<file path="src/rtl/counter_pkg.sv">
// Shared types and default widths for the counter bank and its read collector.
package counter_pkg;

   localparam int DEF_N       = 10;
   localparam int DEF_G       = 4;
   localparam int DEF_MAXW    = 32;
   localparam int DEF_TIMEOUT = 16;
   localparam int ID_W        = $clog2(DEF_N);

   typedef enum logic [2:0] {
      CMD_IDLE      = 3'b000,
      CMD_INCREMENT = 3'b001,
      CMD_NEW       = 3'b010,
      CMD_DEALLOC   = 3'b011,
      CMD_LOAD      = 3'b100,
      CMD_READ      = 3'b101
   } cmd_t;

   typedef enum logic [1:0] {
      ST_IDLE    = 2'd0,
      ST_COLLECT = 2'd1,
      ST_RESP    = 2'd2
   } coll_state_t;

endpackage

</file>
<file path="src/rtl/counter_read_collector_chunk_assembler.sv">
// Places G-bit chunks into a MAXW-bit register, least significant chunk first,
// counting chunks (saturating at MAXC+1) and flagging chunks beyond MAXC.
module chunk_assembler #(
   parameter int G    = 4,
   parameter int MAXW = 32,
   localparam int MAXC = MAXW / G,
   localparam int CW   = $clog2(MAXC) + 1
) (
   input  logic            clk,
   input  logic            rst,
   input  logic            i_clear,
   input  logic            i_push,
   input  logic [G-1:0]    i_data,
   output logic [MAXW-1:0] o_value,
   output logic [CW-1:0]   o_chunks,
   output logic            o_overflow
);

   logic [MAXW-1:0] r_value;
   logic [CW-1:0]   r_count;
   logic            r_overflow;

   always_ff @(posedge clk or negedge rst) begin
      if (!rst) begin
         r_value    <= '0;
         r_count    <= '0;
         r_overflow <= 1'b0;
      end else if (i_clear) begin
         r_value    <= '0;
         r_count    <= '0;
         r_overflow <= 1'b0;
      end else if (i_push) begin
         if (r_count < CW'(MAXC)) begin
            for (int k = 0; k < MAXC; k++) begin
               if (r_count == CW'(k)) r_value[k*G +: G] <= i_data;
            end
            r_count <= r_count + 1'b1;
         end else begin
            // Excess chunks are dropped; the count stops one past MAXC.
            r_overflow <= 1'b1;
            if (r_count != CW'(MAXC + 1)) r_count <= r_count + 1'b1;
         end
      end
   end

   assign o_value    = r_value;
   assign o_chunks   = r_count;
   assign o_overflow = r_overflow;

endmodule

</file>
<file path="src/rtl/counter_read_collector.sv">
// Issues READ to the counter bank and reassembles its chunked reply into one value.
// Optional abort-on-silence timer: define COUNTER_READ_TIMEOUT_EN.
module counter_read_collector
   import counter_pkg::*;
#(
   parameter int N       = DEF_N,
   parameter int G       = DEF_G,
   parameter int MAXW    = DEF_MAXW,
   parameter int TIMEOUT = DEF_TIMEOUT
) (
   input  logic                              clk,
   input  logic                              rst,
   input  logic                              req_valid,
   output logic                              req_ready,
   input  logic [$clog2(N)-1:0]              req_id,
   output logic [2:0]                        sc_command,
   output logic [$clog2(N)-1:0]              sc_id,
   input  logic [G-1:0]                      sc_rdata,
   input  logic                              sc_valid,
   input  logic                              sc_last,
   output logic                              rsp_valid,
   input  logic                              rsp_ready,
   output logic [$clog2(N)-1:0]              rsp_id,
   output logic [MAXW-1:0]                   rsp_value,
   output logic [$clog2(MAXW/G):0]           rsp_chunks,
   output logic                              rsp_overflow,
   output logic                              rsp_timeout
);

   localparam int IDW = $clog2(N);

   coll_state_t    r_state;
   coll_state_t    w_next;
   logic [IDW-1:0] r_id;
   logic           w_accept;
   logic           w_push;
   logic           w_tmo;

   assign w_accept = (r_state == ST_IDLE) && req_valid;
   assign w_push   = (r_state == ST_COLLECT) && sc_valid;

`ifdef COUNTER_READ_TIMEOUT_EN
   localparam int TW = $clog2(TIMEOUT + 1);
   logic [TW-1:0] r_timer;
   logic          r_timeout;

   // A chunk arriving on the expiry cycle wins over the timeout.
   assign w_tmo = (r_state == ST_COLLECT) && !sc_valid && (r_timer == TW'(TIMEOUT));

   always_ff @(posedge clk or negedge rst) begin
      if (!rst) begin
         r_timer   <= '0;
         r_timeout <= 1'b0;
      end else if (w_accept) begin
         r_timer   <= '0;
         r_timeout <= 1'b0;
      end else if (r_state == ST_COLLECT) begin
         if (sc_valid)                        r_timer <= '0;
         else if (r_timer != TW'(TIMEOUT))    r_timer <= r_timer + 1'b1;
         if (w_tmo)                           r_timeout <= 1'b1;
      end
   end

   assign rsp_timeout = r_timeout;
`else
   assign w_tmo       = 1'b0;
   assign rsp_timeout = 1'b0;
`endif

   always_ff @(posedge clk or negedge rst) begin
      if (!rst) begin
         r_state <= ST_IDLE;
         r_id    <= '0;
      end else begin
         r_state <= w_next;
         if (w_accept) r_id <= req_id;
      end
   end

   always_comb begin
      w_next = r_state;
      case (r_state)
         ST_IDLE:    if (req_valid) w_next = ST_COLLECT;
         ST_COLLECT: if ((sc_valid && sc_last) || w_tmo) w_next = ST_RESP;
         ST_RESP:    if (rsp_ready) w_next = ST_IDLE;
         default:    w_next = ST_IDLE;
      endcase
   end

   // Outputs decode the state register only, so no input reaches an output combinationally.
   assign req_ready  = (r_state == ST_IDLE);
   assign rsp_valid  = (r_state == ST_RESP);
   assign sc_command = (r_state == ST_COLLECT) ? CMD_READ : CMD_IDLE;
   assign sc_id      = r_id;
   assign rsp_id     = r_id;

   chunk_assembler #(
      .G    (G),
      .MAXW (MAXW)
   ) u_asm (
      .clk        (clk),
      .rst        (rst),
      .i_clear    (w_accept),
      .i_push     (w_push),
      .i_data     (sc_rdata),
      .o_value    (rsp_value),
      .o_chunks   (rsp_chunks),
      .o_overflow (rsp_overflow)
   );

endmodule
</file>
<file path="config.mk">
export PLATFORM = sky130hd
export DESIGN_NAME = counter_read_collector
export DESIGN_NICKNAME = d
export VERILOG_FILES = /design/src/rtl/counter_pkg.sv /design/src/rtl/counter_read_collector_chunk_assembler.sv /design/src/rtl/counter_read_collector.sv
export SDC_FILE = /design/constraint.sdc
export NUM_CORES = 1
export LEC_CHECK = 0
export ABC_AREA = 0
export BUFFER_PORTS_ARGS = -buffer_cell sky130_fd_sc_hd__buf_2
export CAP_MARGIN = 20
export CORE_UTILIZATION = 25
export CTS_CLUSTER_DIAMETER = 150
export CTS_CLUSTER_SIZE = 28
export DETAILED_ROUTE_END_ITERATION = 12
export GPL_TIMING_DRIVEN = 0
export MAX_ROUTING_LAYER = met4
export RECOVER_POWER = 100
export SLEW_MARGIN = 5
export SYNTH_ARGS = -nofsm -noshare
export SYNTH_HDL_FRONTEND = slang
export SYNTH_SLANG_ARGS = --single-unit
</file>
<file path="constraint.sdc">
create_clock -name clk -period 1.5 [get_ports clk]
set_input_delay 0.075 -clock clk [delete_from_list [all_inputs] [get_ports clk]]
set_output_delay 0.075 -clock clk [all_outputs]
set_load 0.01 [all_outputs]
</file>
Word level (Yosys, flattened, before mapping) --
Index checks and enable logic that the tools add are counted.
Storage, ports and cells: output and inout bits 51, register bits 43
Operators by class: order comparisons 1, add/subtract/negate cells 1, mux-type cells 23, equal/unequal tests 14, reductions and logical operators 27
Operators with widths (number):
- $mux 32 | 3
- $mux 4 | 12
- $reduce_and 3->1 | 9
- $reduce_bool 2->1 | 10
- $eq 4x3->1 const B | 4
- $eq 4x2->1 const B | 2
- $mux 2 | 3
- $pmux 2 s3 | 1
- $add 4x1->4 const B | 1
- $eq 4x1->1 const B | 1
- $logic_not 4->1 | 1
- $lt 4x4->1 const B | 1
- $ne 2x1->1 const B | 2
- $ne 2x2->1 const B | 2
- $ne 4x4->1 const B | 1
- $reduce_and 2->1 | 2
- $logic_and 1x1->1 | 3
- $mux 1 | 3
- $mux 3 | 1
- $reduce_bool 3->1 | 1
- $eq 2x1->1 const B | 1
- $eq 2x2->1 const B | 1
- $logic_not 2->1 | 1

Longest topological paths before layout --
word-level depth 5, mapped depth 6, mapped depth without buffers 5

By module --
From an unflattened synthesis, not the netlist that was laid out.
Second synthesis, totals: cell total of the unflattened synthesis 170, area total of the unflattened synthesis 1990.7 um^2
Modules (own cells, without submodules):
- chunk_assembler | times used 1, cells each 143, area each 1670.4 um^2
- counter_read_collector | times used 1, cells each 27, area each 320.3 um^2

Worst setup path before layout --
No wires, ideal clock.
path kind reg2reg, start point register u_asm.r_count[0] (netlist: u_asm.o_chunks[0]), end point register u_asm.r_value[24] (netlist: u_asm.o_value[24]), cell stages (with the launch flop) 7, required time 1423 ps, setup time 77 ps, arrival 1273 ps, setup slack 150 ps, buffers on the path 1, path through dfrtp_1 inv_1 ha_1 nor2b_1 clkbuf_1 nand3_1 a21oi_1
On the way: word-level cells in the longest chain between the ends 3
Ends and longest elaborated chain:
- from (decl) | line counter_read_collector_chunk_assembler.sv:20 | logic [CW-1:0] r_count;
- from (signal assigned) | line counter_read_collector_chunk_assembler.sv:37 | r_count <= r_count + 1'b1;
- from (signal assigned) | line counter_read_collector_chunk_assembler.sv:41 | if (r_count != CW'(MAXC + 1)) r_count <= r_count + 1'b1;
- $lt 4x4->1 / $eq 4x3->1 (equally long branches) | line counter_read_collector_chunk_assembler.sv:33, counter_read_collector_chunk_assembler.sv:35
- $reduce_bool 2->1 (no source line)
- $reduce_and 3->1 (no source line) (*)
- to (signal, indexed assignment) | line counter_read_collector_chunk_assembler.sv:35 | if (r_count == CW'(k)) r_value[k*G +: G] <= i_data;
- to (decl) | line counter_read_collector_chunk_assembler.sv:19 | logic [MAXW-1:0] r_value;
Every way passes the cells marked *; elsewhere a longest branch is shown, timed or not. A chain may end at the register's enable or synchronous reset.

Worst setup path after layout --
start point register u_asm.r_count[3] (netlist: u_asm.o_chunks[3]), end point register u_asm.r_value[31] (netlist: u_asm.o_value[31])
Same word-level chain as after synthesis.

==> impl_metrics.env <==
export IMPL_portBuffers=62
export IMPL_drc_errors=0
export IMPL_clock_sinks=43
export IMPL_area_growth_pct=27.8
export IMPL_synth_seq_cells=43
export IMPL_slowest_delay_ns=0.39
export IMPL_core_area_um2=7850
export IMPL_synth_cell_types=31
export IMPL_worst_pin_slew_ns=0.596
export IMPL_netlist_instances=208
export IMPL_clk_latency_ns=0.30
export IMPL_crit_chain="buf_2 > and4bb_2 > nand3_1 > mux2i_1"
export IMPL_seqCellArea_um2=1080
export IMPL_antenna_left=0
export IMPL_gp_congestion=0.801
export IMPL_antenna_cells=0
export IMPL_io_pins=65
export IMPL_cap_violations=0
export IMPL_grt_start_max_net_pins=44
export IMPL_num_rows=32
export IMPL_dieArea_um2=8650
export IMPL_cts_inserted_buffers=5
export IMPL_drive_above_1_share_pct=23.1
export IMPL_setup_violations=0
export IMPL_cp_arrival_ns=1.66
export IMPL_p_leak_nw=1.27
export IMPL_peakVddDrop_mv=0.517
export IMPL_powerDensity_nw_per_um2=1510
export IMPL_wl_um=5500
export IMPL_multiInputGateArea_um2=868
export IMPL_dp_cells=373
export IMPL_period_share_pct=99.1
export IMPL_cts_tree="built"
export IMPL_grt_usage_pct=13.5
export IMPL_syn_area_per_cell_um2=9.95
export IMPL_final_hold_violation_count=0
export IMPL_clockRootBuffer="clkbuf_8"
export IMPL_ctsLongestPathBuffers=2
export IMPL_critPathLaunchType="flop"
export IMPL_path_clk_slew_ns=0.09
export IMPL_setup_tns_ns=0
export IMPL_required_ns=1.67
export IMPL_pre_cts_ws_ns=-0.156
export IMPL_fin_cells=388
export IMPL_crit_family="simple AND/OR/NAND/NOR gates"
export IMPL_cp_max_fo=10
export IMPL_num_vias=1795
export IMPL_min_period_ns=1.49
export IMPL_grt_pass1_wl_um=8800
export IMPL_syn_area_um2=2070
export IMPL_final_nets=304
export IMPL_htreeDepth=2
export IMPL_end_kind="flop"
export IMPL_path_class="reg2reg"
export IMPL_nFillCells=840
export IMPL_viasPerCell=4.63
export IMPL_drt_first_pass_iters=4
export IMPL_antenna_found_initial=0
export IMPL_fin_skew_ns=0.00560
export IMPL_fp_dieH_um=93.0
export IMPL_ys_warn_count=0
export IMPL_placed_area_um2=2510
export IMPL_place_hpwl_um=4000
export IMPL_worst_path_buf_inv=1
export IMPL_ys_seq_area_share_pct=52.0
export IMPL_cp_slowest_cell="dfrtp_1"
export IMPL_dieWidth_um=93.0
export IMPL_worst_slack_ns=0.0129
export IMPL_max_freq_mhz=672
export IMPL_power_mw=4.00
export IMPL_grt_pass1_vias=1705
export IMPL_use_met2_pct=20.1
export IMPL_hold_class="in2reg"
export IMPL_slew_viol_final=0
export IMPL_use_met3_pct=3.41
export IMPL_use_met1_pct=18.2
export IMPL_overflow=0
export IMPL_rsz0062_at_grt="true"
export IMPL_initial_core_util_pct=26.4
export IMPL_status="complete, no violations"
export IMPL_design_area_um2=2650
export IMPL_maxSlewHeadroom_pct=60.3
export IMPL_drt_iter0_markers=114
export IMPL_post_drt_wl_per_cell_um=14.2
export IMPL_grt_busiest_layer="met2"
## tightest hold or removal path: stages
cell and delay (ns):
buf_2 0.12, nand3_1 0.06, a21oi_1 0.06
## final timing paths
kind,end,slack (ns),startpoint,cells past startpoint
min in group asynchronous,u_asm.o_value[2]$_DFFE_PN0P_,0.28,rst,2
worst min-delay path,u_asm.o_value[22]$_DFFE_PN0P_,0.06,sc_rdata[2],3
worst min register to register,rsp_id[2]$_DFFE_PN0P_,0.51,rsp_id[2]$_DFFE_PN0P_,2
max in group asynchronous,rsp_id[0]$_DFFE_PN0P_,0.26,rst,3
worst max register to register,u_asm.o_value[31]$_DFFE_PN0P_,0.01,u_asm.o_chunks[3]$_DFFE_PN0P_,4
worst max-delay path,u_asm.o_value[31]$_DFFE_PN0P_,0.01,u_asm.o_chunks[3]$_DFFE_PN0P_,4
## routing by layer
layer / share of wire [%] / vias to the layer above / routed length (µm)
li1: - / 874 / -
met1: 47 / 856 / 2560
met2: 47 / 59 / 2560
met3: 6.0 / 6 / 328
met4: 0.86 / 0 / 47
met5: 0 / - / 0
## layout make-up
cell class / count / share of cell area [%]
Inverter: 3 / 0.426
Multi-Input combinational cell: 141 / 32.8
Buffer: 21 / 5.44
Clock buffer: 5 / 2.60
Clock inverter: 3 / 0.568
Timing Repair Buffer: 70 / 12.6
Sequential cell: 43 / 40.7
Tap cell: 102 / 4.82
## kinds of logic after synthesis
group                      count (synthesis)  synth area share, %
and+or+nand+nor                           72                 18.5
AOI/OAI and AO/OA                         53                 14.8
DFF                                       43                 52.0
buffers and inverters                     25                 7.13
muxes                                      9                 4.35
adders and majority gates                  5                 3.02
other                                      1                0.181
## cell usage in the layout, fill, tap and decap left out, types with 2 or more instances in the layout
master / instances
a21oi_1: 13
and2_1: 2
and4bb_2: 2
buf_2: 29
buf_4: 14
clkbuf_1: 38
clkbuf_2: 3
clkbuf_8: 5
clkinv_2: 3
conb_1: 2
dfrtp_1: 42
dlygate4sd3_1: 5
ha_1: 5
inv_1: 2
mux2i_1: 9
nand2_1: 30
nand2_2: 2
nand2b_1: 4
nand3_1: 15
nor2_1: 2
nor2b_1: 4
nor2b_2: 2
o211ai_1: 12
o21ai_0: 22
o21ai_1: 3
## what timing repair did
action / in CTS / in global routing
endpoints found under the setup margin: 25 / 31
hold endpoints to repair: 47 / 0
gates cloned: 0 / 0
pin swaps: 0 / 1
hold buffers: 5 / 0
setup buffers: 0 / 2
resized for setup: 4 / 16
## power breakdown
part           leakage [nW]  internal, mW  switching, mW
Clock                0.0477         0.319          0.404
Sequential            0.584          1.40          0.167
Combinational         0.638         0.673           1.03
Total                  1.27          2.40           1.60
## metrics by stage
step,hold slack [ns],utilization [%]
global route,0.0558,33.7
global placement,0.270,32.0
finish,0.0557,33.7
floorplan,-0.221,-
detailed placement,0.275,32.0
CTS,0.0503,33.8
## cells in the mapped netlist
master | n | area (µm²)
and4bb_2 | 2 | 25.0
nand4b_1 | 1 | 8.76
a22o_1 | 1 | 8.76
buf_2 | 9 | 45.0
nor2_1 | 2 | 7.51
nand4bb_1 | 1 | 11.3
or3b_1 | 1 | 8.76
nand3_1 | 15 | 75.1
and4b_1 | 1 | 10.0
nand2b_1 | 5 | 31.3
o21ai_0 | 25 | 125
ha_1 | 5 | 62.6
nand2_1 | 32 | 120
o211ai_1 | 12 | 90.1
inv_1 | 3 | 11.3
buf_6 | 1 | 11.3
a32o_1 | 1 | 10.0
o31ai_1 | 1 | 7.51
nand3b_1 | 1 | 7.51
nor2b_1 | 6 | 37.5
clkbuf_1 | 2 | 7.51
mux2i_1 | 9 | 90.1
and3b_1 | 1 | 8.76
buf_4 | 9 | 67.6
and2_1 | 2 | 12.5
clkbuf_2 | 1 | 5.00
dfrtp_1 | 43 | 1080
nand4_1 | 1 | 6.26
a21oi_1 | 13 | 65.1
conb_1 | 1 | 3.75
nor3b_2 | 1 | 12.5
## state kept, by name, indices dropped and copies added, names as in the netlist
| signal | flops |
|---|---|
| r_state | 2 |
| rsp_id | 4 |
| u_asm.o_chunks | 4 |
| u_asm.o_overflow | 1 |
| u_asm.o_value | 32 |
No activity file was read; power rests on OpenSTA's default activity.
